<file path="config.mk">
export PLATFORM = sky130hd
export DESIGN_NAME = bip_control
export DESIGN_NICKNAME = d
export VERILOG_FILES = /design/src/rtl/bip_control_pkg.sv /design/src/rtl/bip_decoder.sv /design/src/rtl/bip_control.sv
export SDC_FILE = /design/constraint.sdc
export NUM_CORES = 1
export LEC_CHECK = 0
export ABC_AREA = 1
export BUFFER_PORTS_ARGS = -buffer_cell sky130_fd_sc_hd__clkbuf_2
export CAP_MARGIN = 20
export CORE_ASPECT_RATIO = 0.7
export CORE_UTILIZATION = 40
export CTS_CLUSTER_SIZE = 28
export DETAILED_ROUTE_END_ITERATION = 8
export PLACE_DENSITY = 0.72
export SYNTH_ARGS = -nofsm -noshare
export SYNTH_HDL_FRONTEND = slang
export SYNTH_SLANG_ARGS = --single-unit
</file>
<file path="constraint.sdc">
create_clock -name clk -period 4.2 [get_ports clk]
set_input_delay 0.63 -clock clk [delete_from_list [all_inputs] [get_ports clk]]
set_output_delay 0.63 -clock clk [all_outputs]
set_load 0.1 [all_outputs]
</file>
<file path="src/rtl/bip_control_pkg.sv">
// bip_isa_defs: shared ISA definitions for the 16-bit BIP core.
// Holds the opcode constants, the accumulator-mux (sel_a) encodings, the
// control FSM state encoding and the instruction field positions/widths.
package bip_isa_defs;

  // Instruction word layout: [15:11] opcode, [10:0] operand
  localparam int INSTR_W  = 16;
  localparam int OPC_MSB  = 15;
  localparam int OPC_LSB  = 11;
  localparam int OPND_MSB = 10;
  localparam int OPND_LSB = 0;

  localparam logic [4:0] OP_HLT  = 5'd0;
  localparam logic [4:0] OP_STO  = 5'd1;
  localparam logic [4:0] OP_LD   = 5'd2;
  localparam logic [4:0] OP_LDI  = 5'd3;
  localparam logic [4:0] OP_ADD  = 5'd4;
  localparam logic [4:0] OP_ADDI = 5'd5;
  localparam logic [4:0] OP_SUB  = 5'd6;
  localparam logic [4:0] OP_SUBI = 5'd7;

  localparam logic [1:0] SELA_RAM = 2'b00;
  localparam logic [1:0] SELA_EXT = 2'b01;
  localparam logic [1:0] SELA_ALU = 2'b10;

  typedef enum logic [1:0] {
    ST_FETCH  = 2'd0,
    ST_DECODE = 2'd1,
    ST_EXEC   = 2'd2,
    ST_HALT   = 2'd3
  } state_t;

endpackage

</file>
<file path="src/rtl/bip_decoder.sv">
// bip_decoder: purely combinational opcode decoder for the BIP core.
// Ports:
//   opcode  in  5  instruction bits [15:11]
//   sel_a   out 2  accumulator input mux select
//   sel_b   out 1  ALU B mux select
//   op      out 1  ALU op (0 add, 1 sub)
//   wr_acc  out 1  accumulator write
//   wr_ram  out 1  data-RAM write
//   rd_ram  out 1  data-RAM read
//   is_halt out 1  opcode is HLT
// Opcodes 01000..11111 decode to NOP (all outputs low).
module bip_decoder
  import bip_isa_defs::*;
(
  input  logic [4:0] opcode,
  output logic [1:0] sel_a,
  output logic       sel_b,
  output logic       op,
  output logic       wr_acc,
  output logic       wr_ram,
  output logic       rd_ram,
  output logic       is_halt
);

  always_comb begin
    sel_a   = SELA_RAM;
    sel_b   = 1'b0;
    op      = 1'b0;
    wr_acc  = 1'b0;
    wr_ram  = 1'b0;
    rd_ram  = 1'b0;
    is_halt = 1'b0;
    case (opcode)
      OP_HLT:  is_halt = 1'b1;
      OP_STO:  wr_ram  = 1'b1;
      OP_LD:   begin sel_a = SELA_RAM; rd_ram = 1'b1; wr_acc = 1'b1; end
      OP_LDI:  begin sel_a = SELA_EXT; wr_acc = 1'b1; end
      OP_ADD:  begin sel_a = SELA_ALU; rd_ram = 1'b1; wr_acc = 1'b1; end
      OP_ADDI: begin sel_a = SELA_ALU; sel_b = 1'b1; wr_acc = 1'b1; end
      OP_SUB:  begin sel_a = SELA_ALU; op = 1'b1; rd_ram = 1'b1; wr_acc = 1'b1; end
      OP_SUBI: begin sel_a = SELA_ALU; sel_b = 1'b1; op = 1'b1; wr_acc = 1'b1; end
      default: ;
    endcase
  end

endmodule

</file>
<file path="src/rtl/bip_control.sv">
// bip_control: control unit of the 16-bit BIP core.
// Owns pc, instruction register and cycle counter; runs a 3-cycle
// FETCH/DECODE/EXEC sequence per instruction and drives single-cycle
// datapath strobes during EXEC.
// Ports:
//   clk, reset (sync, active-high), enable (low = stall)
//   instr_addr/instr_rd_en/instr_data : synchronous program memory
//   operand/data_addr                 : IR[10:0]
//   sel_a/sel_b/op/wr_acc/wr_ram/rd_ram : datapath controls (EXEC only)
//   halted, cycle_count               : status
module bip_control
  import bip_isa_defs::*;
#(
  parameter int PC_WIDTH      = 11,
  parameter int OPCODE_WIDTH  = 5,
  parameter int OPERAND_WIDTH = 11,
  parameter int CYC_WIDTH     = 32
) (
  input  logic                     clk,
  input  logic                     reset,
  input  logic                     enable,
  output logic [PC_WIDTH-1:0]      instr_addr,
  output logic                     instr_rd_en,
  input  logic [INSTR_W-1:0]       instr_data,
  output logic [OPERAND_WIDTH-1:0] operand,
  output logic [OPERAND_WIDTH-1:0] data_addr,
  output logic [1:0]               sel_a,
  output logic                     sel_b,
  output logic                     op,
  output logic                     wr_acc,
  output logic                     wr_ram,
  output logic                     rd_ram,
  output logic                     halted,
  output logic [CYC_WIDTH-1:0]     cycle_count
);

  state_t                r_state;
  logic [PC_WIDTH-1:0]   r_pc;
  logic [INSTR_W-1:0]    r_ir;
  logic [CYC_WIDTH-1:0]  r_cyc;

  logic [OPCODE_WIDTH-1:0] w_opcode;
  logic [1:0]              w_sel_a;
  logic                    w_sel_b, w_op, w_wr_acc, w_wr_ram, w_rd_ram, w_is_halt;
  logic                    w_exec_go;

  function automatic logic [CYC_WIDTH-1:0] sat_inc(input logic [CYC_WIDTH-1:0] v);
    return (&v) ? v : v + CYC_WIDTH'(1);
  endfunction

  assign w_opcode = r_ir[OPC_MSB:OPC_LSB];

  bip_decoder u_dec (
    .opcode  (w_opcode),
    .sel_a   (w_sel_a),
    .sel_b   (w_sel_b),
    .op      (w_op),
    .wr_acc  (w_wr_acc),
    .wr_ram  (w_wr_ram),
    .rd_ram  (w_rd_ram),
    .is_halt (w_is_halt)
  );

  // Strobes exist only in an EXEC cycle that will actually complete, so a
  // stalled EXEC never fires and its retry fires exactly once.
  assign w_exec_go   = (r_state == ST_EXEC) && enable && !reset;
  assign sel_a       = w_exec_go ? w_sel_a  : 2'b00;
  assign sel_b       = w_exec_go & w_sel_b;
  assign op          = w_exec_go & w_op;
  assign wr_acc      = w_exec_go & w_wr_acc;
  assign wr_ram      = w_exec_go & w_wr_ram;
  assign rd_ram      = w_exec_go & w_rd_ram;

  assign instr_addr  = r_pc;
  assign instr_rd_en = (r_state == ST_FETCH) && enable && !reset;
  assign operand     = r_ir[OPND_MSB:OPND_LSB];
  assign data_addr   = r_ir[OPND_MSB:OPND_LSB];
  assign halted      = (r_state == ST_HALT);
  assign cycle_count = r_cyc;

  always_ff @(posedge clk) begin
    if (reset) begin
      r_state <= ST_FETCH;
      r_pc    <= '0;
      r_ir    <= '0;
      r_cyc   <= '0;
    end else if (enable) begin
      if (r_state != ST_HALT) r_cyc <= sat_inc(r_cyc);
      case (r_state)
        ST_FETCH:  r_state <= ST_DECODE;
        ST_DECODE: begin
          r_ir    <= instr_data;
          r_state <= ST_EXEC;
        end
        ST_EXEC: begin
          if (w_is_halt) begin
            r_state <= ST_HALT;
          end else begin
            r_pc    <= r_pc + PC_WIDTH'(1);
            r_state <= ST_FETCH;
          end
        end
        default:   r_state <= ST_HALT;
      endcase
    end
  end

endmodule

</file>
## After elaboration in Yosys (flattened, before gate mapping)

Cells that the tools add are included.

- Equal/unequal tests: 11
- Add/sub/neg operators: 2
- Reductions and logical operators: 16
- Mux-type cells: 10
- Bitwise logic cells: 7

Operator list:

| kind | count |
|---|---|
| adder 32 x 1 -> 32 bit (second input constant) | 1 |
| AND reduction 32 bit | 1 |
| equality test 5 x 3 -> 1 bit (second input constant) | 4 |
| adder 11 x 1 -> 11 bit (second input constant) | 1 |
| equality test 5 x 2 -> 1 bit (second input constant) | 2 |
| two-way mux 1 bit | 6 |
| one-hot mux 2 bit (3 select lines) | 1 |
| AND reduction 3 bit | 2 |
| OR reduction 6 bit | 1 |
| AND 1 bit | 5 |
| equality test 5 x 1 -> 1 bit (second input constant) | 1 |
| zero test 5 bit | 1 |
| equality test 2 bit (second input constant) | 2 |
| logical AND 1 bit | 4 |
| two-way mux 2 bit | 2 |
| one-hot mux 2 bit (2 select lines) | 1 |
| OR reduction 2 bit | 2 |
| OR reduction 4 bit | 1 |
| OR reduction 3 bit | 1 |
| equality test 2 x 1 -> 1 bit (second input constant) | 1 |
| zero test 2 bit | 1 |
| inequality test 2 bit (second input constant) | 1 |
| NOT 1 bit | 2 |
| AND reduction 2 bit | 1 |
| zero test 1 bit | 1 |

- Input port bits: 19
- Register bits: 61
- Output and inout port bits: 74

## Logic depth before layout (Yosys ltp)

Gate-level depths: netlist of run 1.

- Depth in word-level cells: 4
- Gate-level depth with buffers: 12
- Mapped depth without buffers: 11

## Hierarchy

A second synthesis of run 1 with hierarchy kept.

- Cells, all modules: 566
- Area total of the unflattened synthesis: 3560.9 um^2

Modules (own cells, without submodules):

| module | area each (um^2) | times used | cells an instance |
|---|---|---|---|
| bip_control | 3483.3 | 1 | 546 |
| bip_decoder | 77.6 | 1 | 20 |

## Worst setup path before layout of run 1

OpenSTA, ideal clock, no wires.

- Kind: input port to output port
- Start: input enable
- End: output wr_acc
- Data arrival time: 5.609 ns
- Buffers on the path: 0
- Setup slack: -2.039 ns
- Stages on the path: 4
- Required time: 3.570 ns
- Cell sequence: inv_1 nor2_1 nand2_1 a2111oi_0

- Cells in the longest elaborated chain, start to end: 3

RTL lines:

| what | line | source |
|---|---|---|
| start, declared | bip_control.sv:21 | `input logic enable,` |
| logical AND 1 bit (2 in series) | bip_control.sv:66 | `assign w_exec_go = (r_state == ST_EXEC) && enable && !reset;` |
| AND 1 bit | bip_control.sv:70 | `assign wr_acc = w_exec_go & w_wr_acc;` |
| end, declared | bip_control.sv:30 | `output logic wr_acc,` |

Every way passes these cells.

## Worst setup path in the final report of run 1

- Start: register r_state[0]
- End: output wr_acc

- Cells in the longest elaborated chain, start to end: 4

RTL lines:

| what | line | source |
|---|---|---|
| start, declared | bip_control.sv:37 | `state_t r_state;` |
| start signal, assigned | bip_control.sv:83 | `r_state <= ST_FETCH;` |
| start signal, assigned | bip_control.sv:90 | `ST_FETCH: r_state <= ST_DECODE;` |
| start signal, assigned | bip_control.sv:93 | `r_state <= ST_EXEC;` |
| equality test 2 bit | bip_control.sv:66 |  |
| logical AND 1 bit (2 in series) | bip_control.sv:66 |  |
| AND 1 bit | bip_control.sv:70 |  |

Every way passes these cells.

==> results of run 1 <==
==> worst max path at each step <==
| stage | depth (start not counted) | start | to |
|---|---|---|---|
| after floorplan | 4 | enable | op |
| after global placement | 5 | reset | wr_acc |
| after detailed placement | 5 | reset | wr_acc |
| after CTS | 6 | r_state[0] | wr_acc |
| after global routing | 6 | r_state[0] | wr_acc |
| final | 6 | r_state[0] | wr_acc |
==> synth_stat cells (all sizes together), types with 2 or more instances <==
cell type and count:
nand2 146, nor2 96, dfxtp 61, inv 51, a21oi 42, nand3 37
buf 32, o21ai 16, nand4 13, nor3 8, clkbuf 7, nor4 5
xnor2 5, xor2 3, a31oi 2, ha 2, nand3b 2
==> per-stage QoR <==
step / total power (uW) / instance area [um^2] / hold WS (ns) / setup TNS, ns
after detailed placement: 794 / 3820 / 0.473 / 0
after global placement: 791 / 3820 / 0.463 / 0
after floorplan: 773 / 3470 / 0.455 / -1.01
after CTS: 1460 / 4080 / 0.481 / 0
after global routing: 1510 / 4080 / 0.504 / 0
final: 1440 / 4080 / 0.477 / 0
==> flip-flops by register name, summed over array words and instances, names as in the netlist <==
register / count
cycle_count: 32
instr_addr: 11
r_ir: 16
r_state: 2
==> report_power, final <==
part | internal [uW] | switching (uW) | total (uW) | leakage (uW)
Combinational | 30.8 | 143 | 174 | 0.00108
Sequential | 592 | 16.5 | 609 | 0.000493
Clock | 409 | 245 | 655 | 0.000129
==> worst reg2reg max path: stages, from the launching register on <==
cell,delay [ns]
dfxtp_1,0.40
ha_1,0.25
nand2_2,0.08
nor2_4,0.14
nand2_2,0.09
nor2_2,0.11
nand2_2,0.33
nand2_1,0.45
clkinv_1,0.37
nand2_1,0.16
a21oi_1,0.07
==> layer usage <==
metal  share of wire, %  routed length [um]  up-vias
met5                  0                   0        -
met4                1.4                 129        0
met3                8.1                 726       17
met2                 42                3790      147
met1                 48                4310     1584
li1                   -                   -     1818
==> kinds of logic after synthesis <==
logic type,count (synthesis),synth area share [%]
AOI/OAI and AO/OA,64,9.67
xor gates and xnor gates,8,2.02
adders and majority gates,2,0.722
buffers and inverters,91,13.5
DFF,61,35.2
and+or+nand+nor,309,38.8
==> final cells by class <==
cell class	instances	area (um^2)	area share, %
clock buffer	13	250	6.14
clock inverter	2	10.0	0.245
inverter	52	195	4.79
multi-input combinational	383	1780	43.7
sequential	61	1220	29.9
tap	120	150	3.68
timing repair buffer	93	468	11.5
==> qor.txt, run 1 <==
FP Rows: 28
Initial DRC count: 233
Buffers and inverters on the worst path: 2
Routed wire length: 8.95 mm
Layout Utilization: 48.3%
DRC viols: 0
Slowest cell on crit path: clkbuf_2
Largest net degree at the start of global routing: 35
CTS sink cnt: 61
Via-to-Cell Ratio: 4.93
Final hold viol count: 0
Yosys warning total: 0
CP Class: register to output port
Unrepaired setup endpoints after global routing: false
I/O pin cnt: 93
Yosys top cell by area: dfxtp_1
Die Width: 113 um
Final worst path period share: 67.9%
Slowest stage delay, CP: 0.52 ns
Place WS: 1.39 ns
Post-CTS setup buffer count: 0
Maximum buffer depth of the clock tree: 2
Vias in the first global route: 3169
Syn-to-layout area delta: 17.6%
Most used cell, CP: nand2_1
GP Congestion: 0.959
WHS Path Cells: 2
Via count: 3566
Total iterations of the first detailed-routing run: 5
Syn avg cell area: 6.48 um^2
Most frequent cells in the layout: nand2_1, clkbuf_2, nor2_1, dfxtp_1, inv_1
Antenna diodes: 0
Post-route ant nets: 0
Global-route wire length before repair: 14.8 mm
Reg-to-Reg End: cycle_count[13]
CP Max Fanout: 16
FFs w/ async S/R, synth: 0%
Yosys cell types: 34
All-Layer GR Usage: 21.0%
R2R Path Start: cycle_count[0]
Clk pin slew, worst setup/hold paths: 0.05 ns
Dpl hpwl: 6.63 mm
Arr. time, crit path: 2.22 ns
Core ar.: 0.00844 mm^2
Final critical-path required period: 2.85 ns
Max-cap violations: 0
Critical hold path startpoint: r_ir[4]
CTS tree: done
CTS Buf Count: 9
Slew margin rel.: 47.6%
Grt peak-use layer: met2
Final setup violation count: 0
Post-Syn Instances: 535
Initial antenna violation count: 0
Grt met3 use: 6.53%
FF-to-FF setup slack: 1.61 ns
Yosys reg bits: 61
Worst hold endpoint: r_ir[4]
Critical-path cell list: inv_1 > nand2_1 > nor2_1 > nand2_1 > a2111oi_2 > clkbuf_2
# nets final: 621
Worst vdd ir: 0.298 mV
GRT met2 Usage: 31.2%
R2R cell count: 10
H-Tree Depth: 3
Cell family with most CP delay: buffers and inverters
Critical Path RT: 3.57 ns
Fmax: 0.351 GHz
Final instance count without filler cells: 724
Met1 Usage GRT: 28.3%
Layout cells sized above 1: 21.4%
Lkg Pwr: 0.00170 uW
Clock Skews: 0.00231 ns
Chip height: 79.9 um
Post-synth EDFFs: 0
Status: completed
Setup WS post-layout: 1.35 ns
Starting Density: 41.1%
Synth Net Count: 556
Slew Limit Fails: 0
Placed insts: 709
Resized Gates After CTS: 0
Routed length per instance: 12.4 um
Share of the synthesized area in the top cell type: 35.2%
Seq/Total Area, Yosys: 35.2%
CP startpoint kind: register
Synth area leaders: dfxtp_1, nand2_1, nor2_1, a21oi_1, nand3_1
Worst-margin pin slew: 0.784 ns
Most common cell after layout, fill and taps aside: nand2_1
P per Cell Area: 353 mW/mm^2
Ys flop type: dfxtp_1
Clk_lat worst skew: 0.33 ns
Crit end category: output port
Worst Hold Class: register to register
Count of input and output buffers: 92
Die area: 0.00905 mm^2
Root buf cell: clkbuf_16
Grt ovf: 0
Filler cells: 879
Mapped Area: 0.00347 mm^2
Hold Buf Count CTS: 0
No activity file was read; power rests on OpenSTA's default activity.
==> run 2: changes to the inputs <==
==> constraint.sdc (replaced) <==
create_clock -name clk -period 2.8 [get_ports clk]
set_input_delay 0.42 -clock clk [delete_from_list [all_inputs] [get_ports clk]]
set_output_delay 0.42 -clock clk [all_outputs]
set_load 0.1 [all_outputs]
==> run 2 against run 1 <==
  * Clock-buffer cell count increased by 1
  * Via count about the same
  * Critical path depth unchanged
  * Clock power increased by 47%
  * Sequential power increased by 50%
  * Clock skew increased by 0.0039 ns
  * Sequential share of layout area decreased by 1.2 points
  * Core utilization increased by 2.0 points
  * Critical endpoint unchanged
  * Largest cell class unchanged
  * Largest power group unchanged
  * Highest routed layer unchanged
==> qor.txt, run 2 (synthesis results as in run 1) <==
Final setup violation count: 0 (unchanged)
Max-cap violations: 0 (unchanged)
Clock Power Share: 44.9% (-0.6 points)
Dpl hpwl: 6.59 mm (-0.56%)
Maximum buffer depth of the clock tree: 2 (unchanged)
Met1 Usage GRT: 28.0% (-0.37 points)
FP Rows: 28 (unchanged)
Sw Share: 28.4% (+0.23 points)
Via count: 3567 (+0.028%)
Grt met3 use: 6.07% (-0.46 points)
Status: completed
Clock Skews: 0.00617 ns (+0.00386 ns)
Layout Utilization: 50.3% (+2.0 points)
CTS Buf Count: 9 (unchanged)
Critical Path RT: 2.38 ns (-1.19 ns)
All-Layer GR Usage: 20.4% (-0.57 points)
Count of input and output buffers: 92 (unchanged)
Largest register FFs: 32 (unchanged)
CP Max Fanout: 16 (unchanged)
Worst Hold Class: input port to register
Core ar.: 0.00844 mm^2 (unchanged)
Initial antenna violation count: 0 (unchanged)
Total iterations of the first detailed-routing run: 5 (unchanged)
Root buf cell: clkbuf_16
Global-route wire length before repair: 14.5 mm (-2.0%)
Starting Density: 41.1% (unchanged)
Comb pwr share: 12.6% (+0.5 points)
Crit end category: output port
DRC viols: 0 (unchanged)
Fmax: 0.399 GHz
Post-CTS setup buffer count: 0 (unchanged)
P per Cell Area: 506 mW/mm^2 (+43%)
Vias in the first global route: 3106 (-2.0%)
Slew Limit Fails: 0 (unchanged)
Grt peak-use layer: met2
Final critical-path required period: 2.50 ns
Final hold viol count: 0 (unchanged)
Largest net degree at the start of global routing: 35 (unchanged)
Most frequent cells in the layout: nand2_1, nor2_1, clkbuf_2, dfxtp_1, inv_1
Arr. time, crit path: 2.08 ns (-0.14 ns)
CP Class: register to output port
CTS tree: done
Hold Buf Count CTS: 0 (unchanged)
Clk_lat worst skew: 0.33 ns (about the same)
Worst vdd ir: 0.399 mV (+34%)
Power Internal: 1540 uW (+49%)
# nets final: 625 (+0.64%)
Unrepaired setup endpoints after global routing: false
Final worst path period share: 89.4%
GRT met2 Usage: 30.9% (-0.37 points)
Post-route ant nets: 0 (unchanged)
Layout cells sized above 1: 22.7% (+1.3 points)
Chip height: 79.9 um (unchanged)
H-Tree Depth: 3 (unchanged)
Setup WS post-layout: 0.296 ns (-1.05 ns)
GP Congestion: 0.857 (-11%)
Seq pwr share: 42.6% (+0.3 points)
Resized Gates After CTS: 0 (unchanged)
Most common cell after layout, fill and taps aside: nand2_1
Final Total Pwr: 2150 uW (+49%)
I/O pin cnt: 93 (unchanged)
CTS sink cnt: 61 (unchanged)
Grt ovf: 0 (unchanged)
Initial DRC count: 215 (-7.7%)
Via-to-Cell Ratio: 4.89 (-0.66%)
Die area: 0.00905 mm^2 (unchanged)
Slew margin rel.: 59.6% (+12 points)
P_sw: 610 uW (+50%)
Worst-margin pin slew: 0.604 ns (-0.179 ns)
Antenna diodes: 0 (unchanged)
CP startpoint kind: register
Syn-to-layout area delta: 22.4%
Routed wire length: 8.93 mm (-0.25%)
Routed length per instance: 12.2 um (-0.93%)
Clk pin slew, worst setup/hold paths: 0.05 ns (about the same)
Place WS: 0.645 ns (-0.750 ns)
Die Width: 113 um (unchanged)
Lkg Pwr: 0.00174 uW (+2.4%)
## run 2: metrics by stage
| step | setup TNS, ns | cell area (um^2) | hold slack, ns | cells |
|---|---|---|---|---|
| after global routing | 0 | 4240 | 0.349 | 729 |
| after floorplan | -0.944 | 3510 | 0.455 | 535 |
| final | 0 | 4240 | 0.340 | 729 |
| after CTS | 0 | 4240 | 0.330 | 729 |
| after global placement | 0 | 3990 | 0.466 | 713 |
| after detailed placement | 0 | 3990 | 0.473 | 713 |
## run 2: path summary, 6_finish.rpt
check / from / end / slack [ns] / cells past startpoint
worst max-delay path: r_state[0] / wr_acc / 0.30 / 6
worst min-delay path: instr_data[3] / r_ir[3] / 0.34 / 3
worst max register to register: r_state[0] / cycle_count[7] / 0.93 / 8
worst min register to register: r_ir[9] / r_ir[9] / 0.48 / 2
## run 2: worst max-delay path, stage by stage, from the launching register on
cell and delay (ns):
dfxtp_1 0.47, inv_1 0.15, nand2_1 0.09, nor2_1 0.15, nand2_1 0.24, a2111oi_2 0.42, buf_12 0.24
## run 2: final cells by class
| cell class | instances | area, um^2 |
|---|---|---|
| Fill cell | 844 | 4200 |
| Clock buffer | 14 | 244 |
| Tap cell | 120 | 150 |
| Timing Repair Buffer | 97 | 603 |
| Multi-Input combinational cell | 383 | 1820 |
| Inverter | 52 | 195 |
| Clock inverter | 2 | 10.0 |
| Sequential cell | 61 | 1220 |
## run 2: power groups by stage
stage          clock network [uW]  registers, uW  logic, uW
2_1_floorplan                   0            950        213
3_3_place_gp                    0            928        268
3_5_place_dp                    0            930        271
4_1_cts                       988            912        271
5_1_grt                      1030            915        287
6_report                      963            913        270
## run 2: routing by layer
layer,wire length [um],vias to the layer above
met5,0,-
met2,3730,142
met1,4420,1580
met4,77,0
li1,-,1836
met3,701,9
==> run 3: changes to the inputs <==
--- a/config.mk
+++ b/config.mk
@@ -12,6 +12,7 @@
 export CORE_UTILIZATION = 40
 export CTS_CLUSTER_SIZE = 28
 export DETAILED_ROUTE_END_ITERATION = 8
+export GPL_TIMING_DRIVEN = 0
 export PLACE_DENSITY = 0.72
 export SYNTH_ARGS = -nofsm -noshare
 export SYNTH_HDL_FRONTEND = slang
==> constraint.sdc (replaced) <==
create_clock -name clk -period 2.7 [get_ports clk]
set_input_delay 0.405 -clock clk [delete_from_list [all_inputs] [get_ports clk]]
set_output_delay 0.405 -clock clk [all_outputs]
set_load 0.1 [all_outputs]
==> run 3 against run 2 <==
  * Sequential power increased by 2.8%
  * Clock-buffer cell count decreased by 3
  * Worst setup slack got worse by 0.16 ns
  * Combinational power increased by 15%
  * Wire length increased by 8.6%
  * Clock skew increased by 0.00089 ns
  * Clock power increased by 8%
  * Register-to-register slack got worse by 0.06 ns
  * Final cell count increased by 4.7%
  * Sequential cell count unchanged
  * Core utilization increased by 1.6 points
  * Sequential share of layout area decreased by 0.90 points
  * Critical endpoint unchanged
==> qor.txt, run 3 (synthesis results as in run 1) <==
Die area: 0.00905 mm^2 (unchanged)
Largest register FFs: 32 (unchanged)
Final instance count without filler cells: 763 (+4.7%)
I/O pin cnt: 93 (unchanged)
Crit end category: output port
Worst Hold Class: input port to register
Slew margin rel.: 60.4% (+0.77 points)
# nets final: 659 (+5.4%)
Chip height: 79.9 um (unchanged)
Buffers and inverters on the worst path: 3 (+1)
Placed Area: 0.00412 mm^2 (+3.3%)
H-Tree Depth: 3 (unchanged)
Die Width: 113 um (unchanged)
CTS sink cnt: 61 (unchanged)
GP Congestion: 0.939 (+9.6%)
P per Cell Area: 522 mW/mm^2 (+3.1%)
Critical-path cell list: buf_2 > inv_1 > nand2_1 > nor2_1 > nand2_1 > a2111oi_2 > clkbuf_2
Slowest cell on crit path: clkbuf_2
Routed length per instance: 12.7 um (+3.8%)
Area occupied by registers: 0.00122 mm^2 (unchanged)
Count of input and output buffers: 92 (unchanged)
Final worst path period share: 94.8%
TNS Setup: 0 ns (unchanged)
Starting Density: 41.1% (unchanged)
DRC viols: 0 (unchanged)
Global-route wire length before repair: 15.5 mm (+7.1%)
Most common cell after layout, fill and taps aside: nand2_1
Fmax: 0.391 GHz
CP startpoint kind: register
Slew Limit Fails: 0 (unchanged)
Maximum buffer depth of the clock tree: 2 (unchanged)
Grt ovf: 0 (unchanged)
Resized Gates After CTS: 0 (unchanged)
Cell area after layout: 0.00438 mm^2 (+3.2%)
CP Class: register to output port
All-Layer GR Usage: 22.2% (+1.8 points)
Reg-to-Reg End: cycle_count[3]
Final critical-path required period: 2.56 ns
Unrepaired setup endpoints after global routing: false
FP Rows: 28 (unchanged)
FF-to-FF setup slack: 0.87 ns (-0.06 ns)
Syn-to-layout area delta: 26.3%
Crit path depth: 7 (+1)
Via count: 3695 (+3.6%)
Root buf cell: clkbuf_16
Via-to-Cell Ratio: 4.84 (-1.0%)
Initial DRC count: 175 (-19%)
Worst-margin pin slew: 0.594 ns (-0.0101 ns)
CP Max Fanout: 7 (-9)
Clk_lat worst skew: 0.33 ns (about the same)
Most frequent cells in the layout: nand2_1, clkbuf_2, nor2_1, dfxtp_1, inv_1
Total iterations of the first detailed-routing run: 5 (unchanged)
Routed wire length: 9.70 mm (+8.6%)
Placed insts: 747 (+4.8%)
Critical Path Source: r_state[0]
Area of the multi-input gates: 0.00182 mm^2 (unchanged)
Slowest stage delay, CP: 0.52 ns (+0.05 ns)
Clk pin slew, worst setup/hold paths: 0.06 ns (about the same)
Vias in the first global route: 3135 (+0.93%)
Critical Path RT: 2.30 ns (-0.08 ns)
Arr. time, crit path: 2.15 ns (+0.07 ns)
Post-route ant nets: 0 (unchanged)
Most used cell, CP: nand2_1
R2R cell count: 10 (+2)
Max-cap violations: 0 (unchanged)
Dpl hpwl: 7.32 mm (+11%)
Core ar.: 0.00844 mm^2 (unchanged)
Hold Buf Count CTS: 0 (unchanged)
CTS tree: done
Status: completed
Layout cells sized above 1: 26.0% (+3.3 points)
CTS Buf Count: 9 (unchanged)
R2R Path Start: cycle_count[0]
Largest net degree at the start of global routing: 11 (-69%)
CP endpoint: wr_acc
Filler cells: 853 (+1.1%)
Worst vdd ir: 0.377 mV (-5.5%)
Initial antenna violation count: 0 (unchanged)
Lkg Pwr: 0.00187 uW (+7.7%)
Clock Skews: 0.00706 ns (+0.000893 ns)
Antenna diodes: 0 (unchanged)
Final setup violation count: 0 (unchanged)
Final hold viol count: 0 (unchanged)
Cell family with most CP delay: buffers and inverters
Post-CTS setup buffer count: 0 (unchanged)
==> run 3: cell types whose count changed in the layout (fill, tap and decap cells not counted), sizes merged <==
cell and change:
buf +20, clkinv +2, clkbuf +11, clkinvlp +1
==> run 3: stage by stage <==
step | power [uW] | util, % | setup slack [ns] | hold WS (ns)
after detailed placement | 1270 | 48.8 | 0.471 | 0.478
final | 2280 | 51.9 | 0.140 | 0.322
after floorplan | 1210 | - | -0.435 | 0.455
after CTS | 2300 | 51.9 | 0.125 | 0.312
after global routing | 2360 | 51.9 | 0.0105 | 0.333
after global placement | 1260 | 48.8 | 0.539 | 0.472
==> run 3: final cells by class <==
cell class | instances | share of cell area [%]
clock inverter | 5 | 0.628
tap | 120 | 3.43
timing repair buffer | 92 | 10.5
buffer | 39 | 6.26
clock buffer | 11 | 5.31
multi-input combinational | 383 | 41.5
sequential | 61 | 27.9
inverter | 52 | 4.46
==> run 3: worst min-delay path by stage <==
stage,from,end,slack (ns),depth (start not counted)
2_1_floorplan,r_ir[0],r_ir[0],0.45,2
3_3_place_gp,r_ir[4],r_ir[4],0.47,2
3_5_place_dp,r_ir[7],r_ir[7],0.48,2
4_1_cts,instr_data[0],r_ir[0],0.31,3
5_1_grt,instr_data[0],r_ir[0],0.33,3
6_report,instr_data[0],r_ir[0],0.32,3
==> run 3: report_power, final <==
part / internal [uW] / total, uW / leakage, uW / switching [uW]
sequential: 920 / 939 / 0.000493 / 19.1
combinational: 69.2 / 310 / 0.00125 / 241
clock: 614 / 1040 / 0.000129 / 421
==> run 3: worst register-to-register path: stages, from the launching register on <==
cell and delay (ns):
dfxtp_1 0.39, ha_1 0.24, nand2_2 0.09, nor2_4 0.14, nand2_2 0.09, nor2_2 0.12, nand2_2 0.08, nand2_1 0.08
clkinv_1 0.25, nand2_1 0.15, a21oi_1 0.07
==> run 3: metal layers <==
layer | part of all wire (%) | vias to the layer above | wire (um) | global-route usage [%]
li1 | - | 1902 | - | -
met1 | 49 | 1661 | 4770 | 30.9
met2 | 42 | 123 | 4070 | 32.8
met3 | 7.8 | 9 | 757 | 6.00
met4 | 1.0 | 0 | 100 | 7.11
met5 | 0 | - | 0 | 0
